File: src/rtl/video_feedback_mixer.sv
// Purpose: blends the live pixel with the DRAM feedback pixel into a display stream and a recirculation stream.
// Latency: fixed 3 cycles on every output (S1 capture, S2 gain scaling, S3 combine).
// Backpressure: none; one pixel is accepted every cycle and the pipeline never stalls.
module video_feedback_mixer #(
  parameter int NCH        = 3,
  parameter int W          = 8,
  parameter int FB_MAX     = 1000,
  parameter int LATCH_LINE = 720,
  parameter int H_BITS     = 11,
  parameter int V_BITS     = 10
) (
  input  logic                clk,
  input  logic                rst,
  input  logic [H_BITS-1:0]   h_count_in,
  input  logic [V_BITS-1:0]   v_count_in,
  input  logic                active_draw_in,
  input  logic [NCH*W-1:0]    pixel_in,
  input  logic [NCH*W-1:0]    pixel_from_feedback,
  input  logic [9:0]          wet,
  input  logic [9:0]          feedback,
  input  logic [1:0]          mode,
  input  logic                clear_req,
  output logic [H_BITS-1:0]   h_count_out,
  output logic [V_BITS-1:0]   v_count_out,
  output logic                active_draw_out,
  output logic [NCH*W-1:0]    pixel_out,
  output logic [NCH*W-1:0]    pixel_to_feedback,
  output logic                clear_busy
);

  localparam int PW = NCH * W;
  localparam logic [1:0] MODE_MAX     = 2'd0;
  localparam logic [1:0] MODE_ADD_SAT = 2'd1;
  localparam logic [1:0] MODE_AVG     = 2'd2;
  // Gain cap kept below 1024 so the recirculated image always decays.
  localparam logic [9:0] FB_CAP = (FB_MAX > 1023) ? 10'd1023 : 10'(FB_MAX);

  typedef enum logic [1:0] {CLR_IDLE, CLR_ARMED, CLR_CLEARING} clr_state_t;

  typedef struct packed {
    logic [H_BITS-1:0] h;
    logic [V_BITS-1:0] v;
    logic              act;
  } pos_t;

  // Scale one channel by a g/1024 gain; the W+10 bit product is truncated.
  function automatic logic [W-1:0] scale(input logic [W-1:0] pix, input logic [9:0] gain);
    logic [W+9:0] prod;
    prod = {10'b0, pix} * {{W{1'b0}}, gain};
    return W'(prod >> 10);
  endfunction

  // Combine scaled feedback s with live channel c under the frame's mode.
  function automatic logic [W-1:0] combine(input logic [1:0] m, input logic [W-1:0] s,
                                           input logic [W-1:0] c);
    logic [W:0]   sum;
    logic [W-1:0] res;
    sum = {1'b0, s} + {1'b0, c};
    case (m)
      MODE_MAX:     res = (s > c) ? s : c;
      MODE_ADD_SAT: res = sum[W] ? {W{1'b1}} : sum[W-1:0];
      MODE_AVG:     res = W'((sum + {{W{1'b0}}, 1'b1}) >> 1);
      default:      res = c;
    endcase
    return res;
  endfunction

  logic       fb_edge;
  logic [9:0] wet_l, fb_l, fb_eff;
  logic [1:0] mode_l;
  clr_state_t clr_state, clr_state_nxt;

  assign fb_edge = (h_count_in == '0) && (v_count_in == V_BITS'(LATCH_LINE));
  assign fb_eff  = (fb_l > FB_CAP) ? FB_CAP : fb_l;

  // Frame-boundary shadow registers so gains and mode never change mid-frame.
  always_ff @(posedge clk) begin
    if (rst) begin
      wet_l  <= '0;
      fb_l   <= '0;
      mode_l <= MODE_MAX;
    end else if (fb_edge) begin
      wet_l  <= wet;
      fb_l   <= feedback;
      mode_l <= mode;
    end
  end

  // Clear FSM state and registered busy flag.
  always_ff @(posedge clk) begin
    if (rst) begin
      clr_state  <= CLR_IDLE;
      clear_busy <= 1'b0;
    end else begin
      clr_state  <= clr_state_nxt;
      clear_busy <= (clr_state_nxt != CLR_IDLE);
    end
  end

  // Next state: a request arms, the next boundary starts the flush, the one after ends it.
  always_comb begin
    clr_state_nxt = clr_state;
    case (clr_state)
      CLR_IDLE:     if (clear_req) clr_state_nxt = CLR_ARMED;
      CLR_ARMED:    if (fb_edge)   clr_state_nxt = CLR_CLEARING;
      CLR_CLEARING: if (fb_edge)   clr_state_nxt = CLR_IDLE;
      default:      clr_state_nxt = CLR_IDLE;
    endcase
  end

  // S1: capture the pixel together with the gains, mode and clearing flag it will use.
  logic          s1_vld, s1_clr;
  pos_t          s1_pos;
  logic [PW-1:0] s1_live, s1_fbpix;
  logic [9:0]    s1_wet, s1_fbg;
  logic [1:0]    s1_mode;

  always_ff @(posedge clk) begin
    if (rst) begin
      s1_vld   <= 1'b0;
      s1_pos   <= '0;
      s1_live  <= '0;
      s1_fbpix <= '0;
      s1_wet   <= '0;
      s1_fbg   <= '0;
      s1_mode  <= MODE_MAX;
      s1_clr   <= 1'b0;
    end else begin
      s1_vld   <= 1'b1;
      s1_pos   <= '{h: h_count_in, v: v_count_in, act: active_draw_in};
      s1_live  <= pixel_in;
      s1_fbpix <= pixel_from_feedback;
      s1_wet   <= wet_l;
      s1_fbg   <= fb_eff;
      s1_mode  <= mode_l;
      s1_clr   <= (clr_state == CLR_CLEARING);
    end
  end

  // S2 combinational: per-channel gain scaling, feedback forced to zero while flushing.
  logic [PW-1:0] fbpix_eff, ws_c, fs_c;
  assign fbpix_eff = s1_clr ? '0 : s1_fbpix;

  always_comb begin
    ws_c = '0;
    fs_c = '0;
    for (int i = 0; i < NCH; i++) begin
      ws_c[i*W +: W] = scale(fbpix_eff[i*W +: W], s1_wet);
      fs_c[i*W +: W] = scale(fbpix_eff[i*W +: W], s1_fbg);
    end
  end

  logic          s2_vld;
  pos_t          s2_pos;
  logic [PW-1:0] s2_live, s2_ws, s2_fs;
  logic [1:0]    s2_mode;

  // S2 register stage.
  always_ff @(posedge clk) begin
    if (rst) begin
      s2_vld  <= 1'b0;
      s2_pos  <= '0;
      s2_live <= '0;
      s2_ws   <= '0;
      s2_fs   <= '0;
      s2_mode <= MODE_MAX;
    end else begin
      s2_vld  <= s1_vld;
      s2_pos  <= s1_pos;
      s2_live <= s1_live;
      s2_ws   <= ws_c;
      s2_fs   <= fs_c;
      s2_mode <= s1_mode;
    end
  end

  // S3 combinational: mode-dependent mix for both output streams.
  logic [PW-1:0] po_c, pf_c;

  always_comb begin
    po_c = '0;
    pf_c = '0;
    for (int i = 0; i < NCH; i++) begin
      po_c[i*W +: W] = combine(s2_mode, s2_ws[i*W +: W], s2_live[i*W +: W]);
      pf_c[i*W +: W] = combine(s2_mode, s2_fs[i*W +: W], s2_live[i*W +: W]);
    end
  end

  // S3 output registers; an empty stage after reset drives zeros.
  always_ff @(posedge clk) begin
    if (rst || !s2_vld) begin
      h_count_out       <= '0;
      v_count_out       <= '0;
      active_draw_out   <= 1'b0;
      pixel_out         <= '0;
      pixel_to_feedback <= '0;
    end else begin
      h_count_out       <= s2_pos.h;
      v_count_out       <= s2_pos.v;
      active_draw_out   <= s2_pos.act;
      pixel_out         <= po_c;
      pixel_to_feedback <= pf_c;
    end
  end

endmodule

File: config.mk
export PLATFORM = sky130hd
export DESIGN_NAME = video_feedback_mixer
export DESIGN_NICKNAME = d
export VERILOG_FILES = /design/src/rtl/video_feedback_mixer.sv
export SDC_FILE = /design/constraint.sdc
export NUM_CORES = 2
export LEC_CHECK = 0
export BUFFER_PORTS_ARGS = -buffer_cell sky130_fd_sc_hd__buf_2
export CAP_MARGIN = 20
export CORE_MARGIN = 4
export CORE_UTILIZATION = 66
export DETAILED_ROUTE_END_ITERATION = 8
export PLACE_DENSITY_LB_ADDON = 0.2
export SYNTH_ARGS = -nofsm -noshare
export SYNTH_HDL_FRONTEND = slang
export SYNTH_SLANG_ARGS = --single-unit
File: constraint.sdc
create_clock -name clk -period 10.38 [get_ports clk]
set_clock_uncertainty 0.2 [all_clocks]
set_input_delay 1.038 -clock clk [delete_from_list [all_inputs] [get_ports clk]]
set_output_delay 1.038 -clock clk [all_outputs]
set_load 0.02 [all_outputs]
==> flow_metrics.py <==
metrics = {
    "global_route": {
        "grt_pass1_vias": 22400,
        "grt_start_max_net_pins": 86,
        "gr-usage-all-layers_pct": 30.6,
        "grt_pass1_wl_microns": 117000,
        "antenna_found_initial": 1,
        "grt-ovfl-total": 0,
    },
    "clocking": {
        "cts_buffer_depth": 3,
        "cts_setup_buffers": 0,
        "path_clk_slew_ps": 60,
        "holdBufCountCts": 0,
        "cts_made_buffers": 31,
        "clk_latency_ps": 620,
        "clockRootBuffer": "clkbuf_16",
        "cts_sinks": 286,
        "cts_resized": 0,
        "h-tree-depth": 1,
        "cts_tree": "done",
    },
    "drt": {
        "routed_wl_microns": 72000,
        "drc": 0,
        "via_count": 22200,
        "via_per_inst": 5.84,
        "drt_iter0_markers": 1771,
        "detail-route-antenna-nets": 0,
        "dr.pass1.iters": 6,
        "wl_per_cell_microns": 18.9,
    },
    "layout": {
        "final_util_pct": 72.7,
        "stdcell_area_sq_um": 30700,
        "ff_latch_area_sq_um": 5730,
        "final_nets": 3934,
        "layout.filler_cells": 3217,
        "drive_above_1_share_pct": 10.3,
        "syn2layout_area_growth_pct": 8.27,
        "final_cells": 3802,
        "multi_input_area_sq_um": 20500,
    },
    "critical_path": {
        "cp.required_ps": 10640,
        "arrival_ps": 6180,
        "critical_path.cell_chain": "buf_4 > nor2b_1 > and2_1 > fa_1 > fa_1 > fa_1 > inv_1 > fa_1 > inv_1 > ha_1 > a21oi_1 > o21ai_0 > a221oi_1 > a21oi_1 > nand3_1 > nand3_1 > nor3b_1",
        "cp_common_cell": "fa_1",
        "crit_path_end_kind": "flip-flop",
        "path_class": "flip-flop to flip-flop",
        "cpPeakStageDelay_ps": 880,
        "critPathBufInv": 3,
        "cp_slowest_cell": "nor2b_1",
        "path_max_fanout": 27,
        "startpoint_type": "flip-flop",
        "cpLargestDelayFamily": "adder cells",
    },
    "synthesis": {
        "post-synth-top-area-cell": "fa_1",
        "netlist_instances": 3148,
        "yosysMostFrequentCell": "and2_1",
        "syn_nets": 3843,
        "synthArstFlopShare_pct": 0,
        "synth.distinct_cells": 92,
        "ys.flop_type": "dfxtp_1",
        "avgSynthCellArea_sq_um": 9.01,
        "synth_area_leaders": "fa_1 20%, dfxtp_1 20%, ha_1 14%, and2_1 9.5%, inv_1 5.6%",
        "synth_top_area_share_pct": 20.3,
        "synth_area_sq_um": 28400,
        "ys_seq_elements": 286,
        "synth-edff-count": 0,
        "yosys-top-cells-count": "430 x and2_1, 423 x inv_1, 312 x ha_1, 288 x fa_1, 286 x dfxtp_1",
        "yosysWarnings": 0,
        "yosysSeqAreaShare_pct": 20.2,
    },
    "floorplan": {
        "start_util_pct": 67.2,
        "std_cell_rows": 75,
        "die_area_sq_um": 46400,
        "core-area_sq_um": 42200,
        "die_y_microns": 215,
        "die_w_microns": 215,
        "boundaryPins": 166,
    },
    "timing": {
        "holdWs_ps": 223,
        "layout_setup_ws_ps": 4460,
        "period_share_pct": 57.0,
        "rsz0062_at_grt": "no",
        "drv_slew": 0,
        "fin_setup_tns_ps": 0,
        "worstMarginPinSlew_ps": 1120,
        "final-hold-violation-count": 0,
        "fmax_ghz": 0.169,
        "min_period_ps": 5920,
        "setup_violations": 0,
        "slew_headroom_pct": 25.4,
    },
    "power": {
        "ir_drop_mv": 0.152,
        "pwr_density_cell_nw_per_um2": 81.0,
        "power_mw": 2.49,
        "leakage_nw": 15.5,
    },
    "placed_design": {
        "placedCellCount": 3736,
        "dp_slack_ps": 4260,
        "finalWeightedCongestion": 0.956,
        "placed_area_sq_um": 29600,
        "numPortBuffers": 165,
        "dpl.hpwl_microns": 54400,
    },
    "run_status": {
        "status": "completed",
    },
    "run": {
        "drv_cap": 0,
    },
    "worst_hold_path": {
        "min_path_type": "flip-flop to flip-flop",
    },
}
==> cell type report <==
class | count | share of cell area [%]
inverters | 423 | 5.17
diodes | 1 | 0.00815
clock buffers | 39 | 2.79
well taps | 539 | 2.20
multi-input cells | 2288 | 66.6
clock inverters | 17 | 0.676
flip-flops and latches | 286 | 18.6
repair buffers | 209 | 3.89
==> worst register-to-register path, stage by stage (launching register included) <==
cell	delay, ps
dfxtp_1	310
buf_4	220
nor2b_1	900
and2_1	260
fa_1	430
fa_1	450
fa_1	490
inv_1	50
fa_1	470
inv_1	40
ha_1	320
a21oi_1	180
o21ai_0	150
a221oi_1	670
a21oi_1	240
nand3_1	160
nand3_1	80
nor3b_1	140
==> power by group <==
part | internal (mW) | switching, mW | total (mW)
combinational | 0.0765 | 0.120 | 0.196
sequential | 1.12 | 0.0150 | 1.14
clock | 0.663 | 0.489 | 1.15
total | 1.86 | 0.623 | 2.49
==> cells in the final DEF (no fill, tap or decap), types with 33 or more instances in the layout <==
master	n
nor2_1	131
mux2i_1	43
nor2b_1	187
xor2_1	39
a21oi_1	108
o21ai_0	79
ha_1	312
fa_1	288
and2_1	430
xnor2_1	61
inv_1	423
nand3_1	34
a21o_1	33
nand2_1	127
dfxtp_1	285
buf_4	40
buf_2	164
==> flip-flops by register name (all words and copies together) (netlist names), 2 cells and up <==
signal and flops:
clr_state 2, s2_live 24, s1_fbg 10, s2_fs 24
wet_l 10, mode_l 2, s2_pos 22, s2_mode 2
h_count_out 11, s1_live 24, s2_ws 24, s1_pos 22
s1_wet 10, s1_mode 2, pixel_out 24, pixel_to_feedback 24
fb_l 10, s1_fbpix 24, v_count_out 10
==> path summary, 6_finish.rpt <==
| kind | cells after the start | slack, ps | to | startpoint |
|---|---|---|---|---|
| max | 17 | 4460 | s2_ws[7] | s1_clr |
| min | 1 | 220 | v_count_out[0] | s2_pos[1] |
| max reg2reg | 17 | 4460 | s2_ws[7] | s1_clr |
| min reg2reg | 1 | 220 | v_count_out[0] | s2_pos[1] |
==> cell families (layout without fill, tap and decap cells) <==
family,after synthesis,in the layout,share of synthesized area [%]
other,0,1,0
XOR/XNOR,101,101,3.15
AO/OA/AOI/OAI,439,439,10.6
multiplexers,75,75,2.79
adder cells (fa/ha/maj),600,600,34.1
flip-flops,286,286,20.2
AND/OR/NAND/NOR,1073,1073,21.5
buffers and inverters,574,688,7.71
==> metal layers <==
layer | vias to the layer above | part of all wire (%) | track usage, %
met2 | 839 | 46 | 50.0
met4 | 0 | 3.2 | 9.15
met3 | 154 | 7.7 | 5.49
met1 | 10800 | 43 | 41.8
met5 | - | 0 | 0
li1 | 10400 | - | -
(Power assumes the default switching activity.)
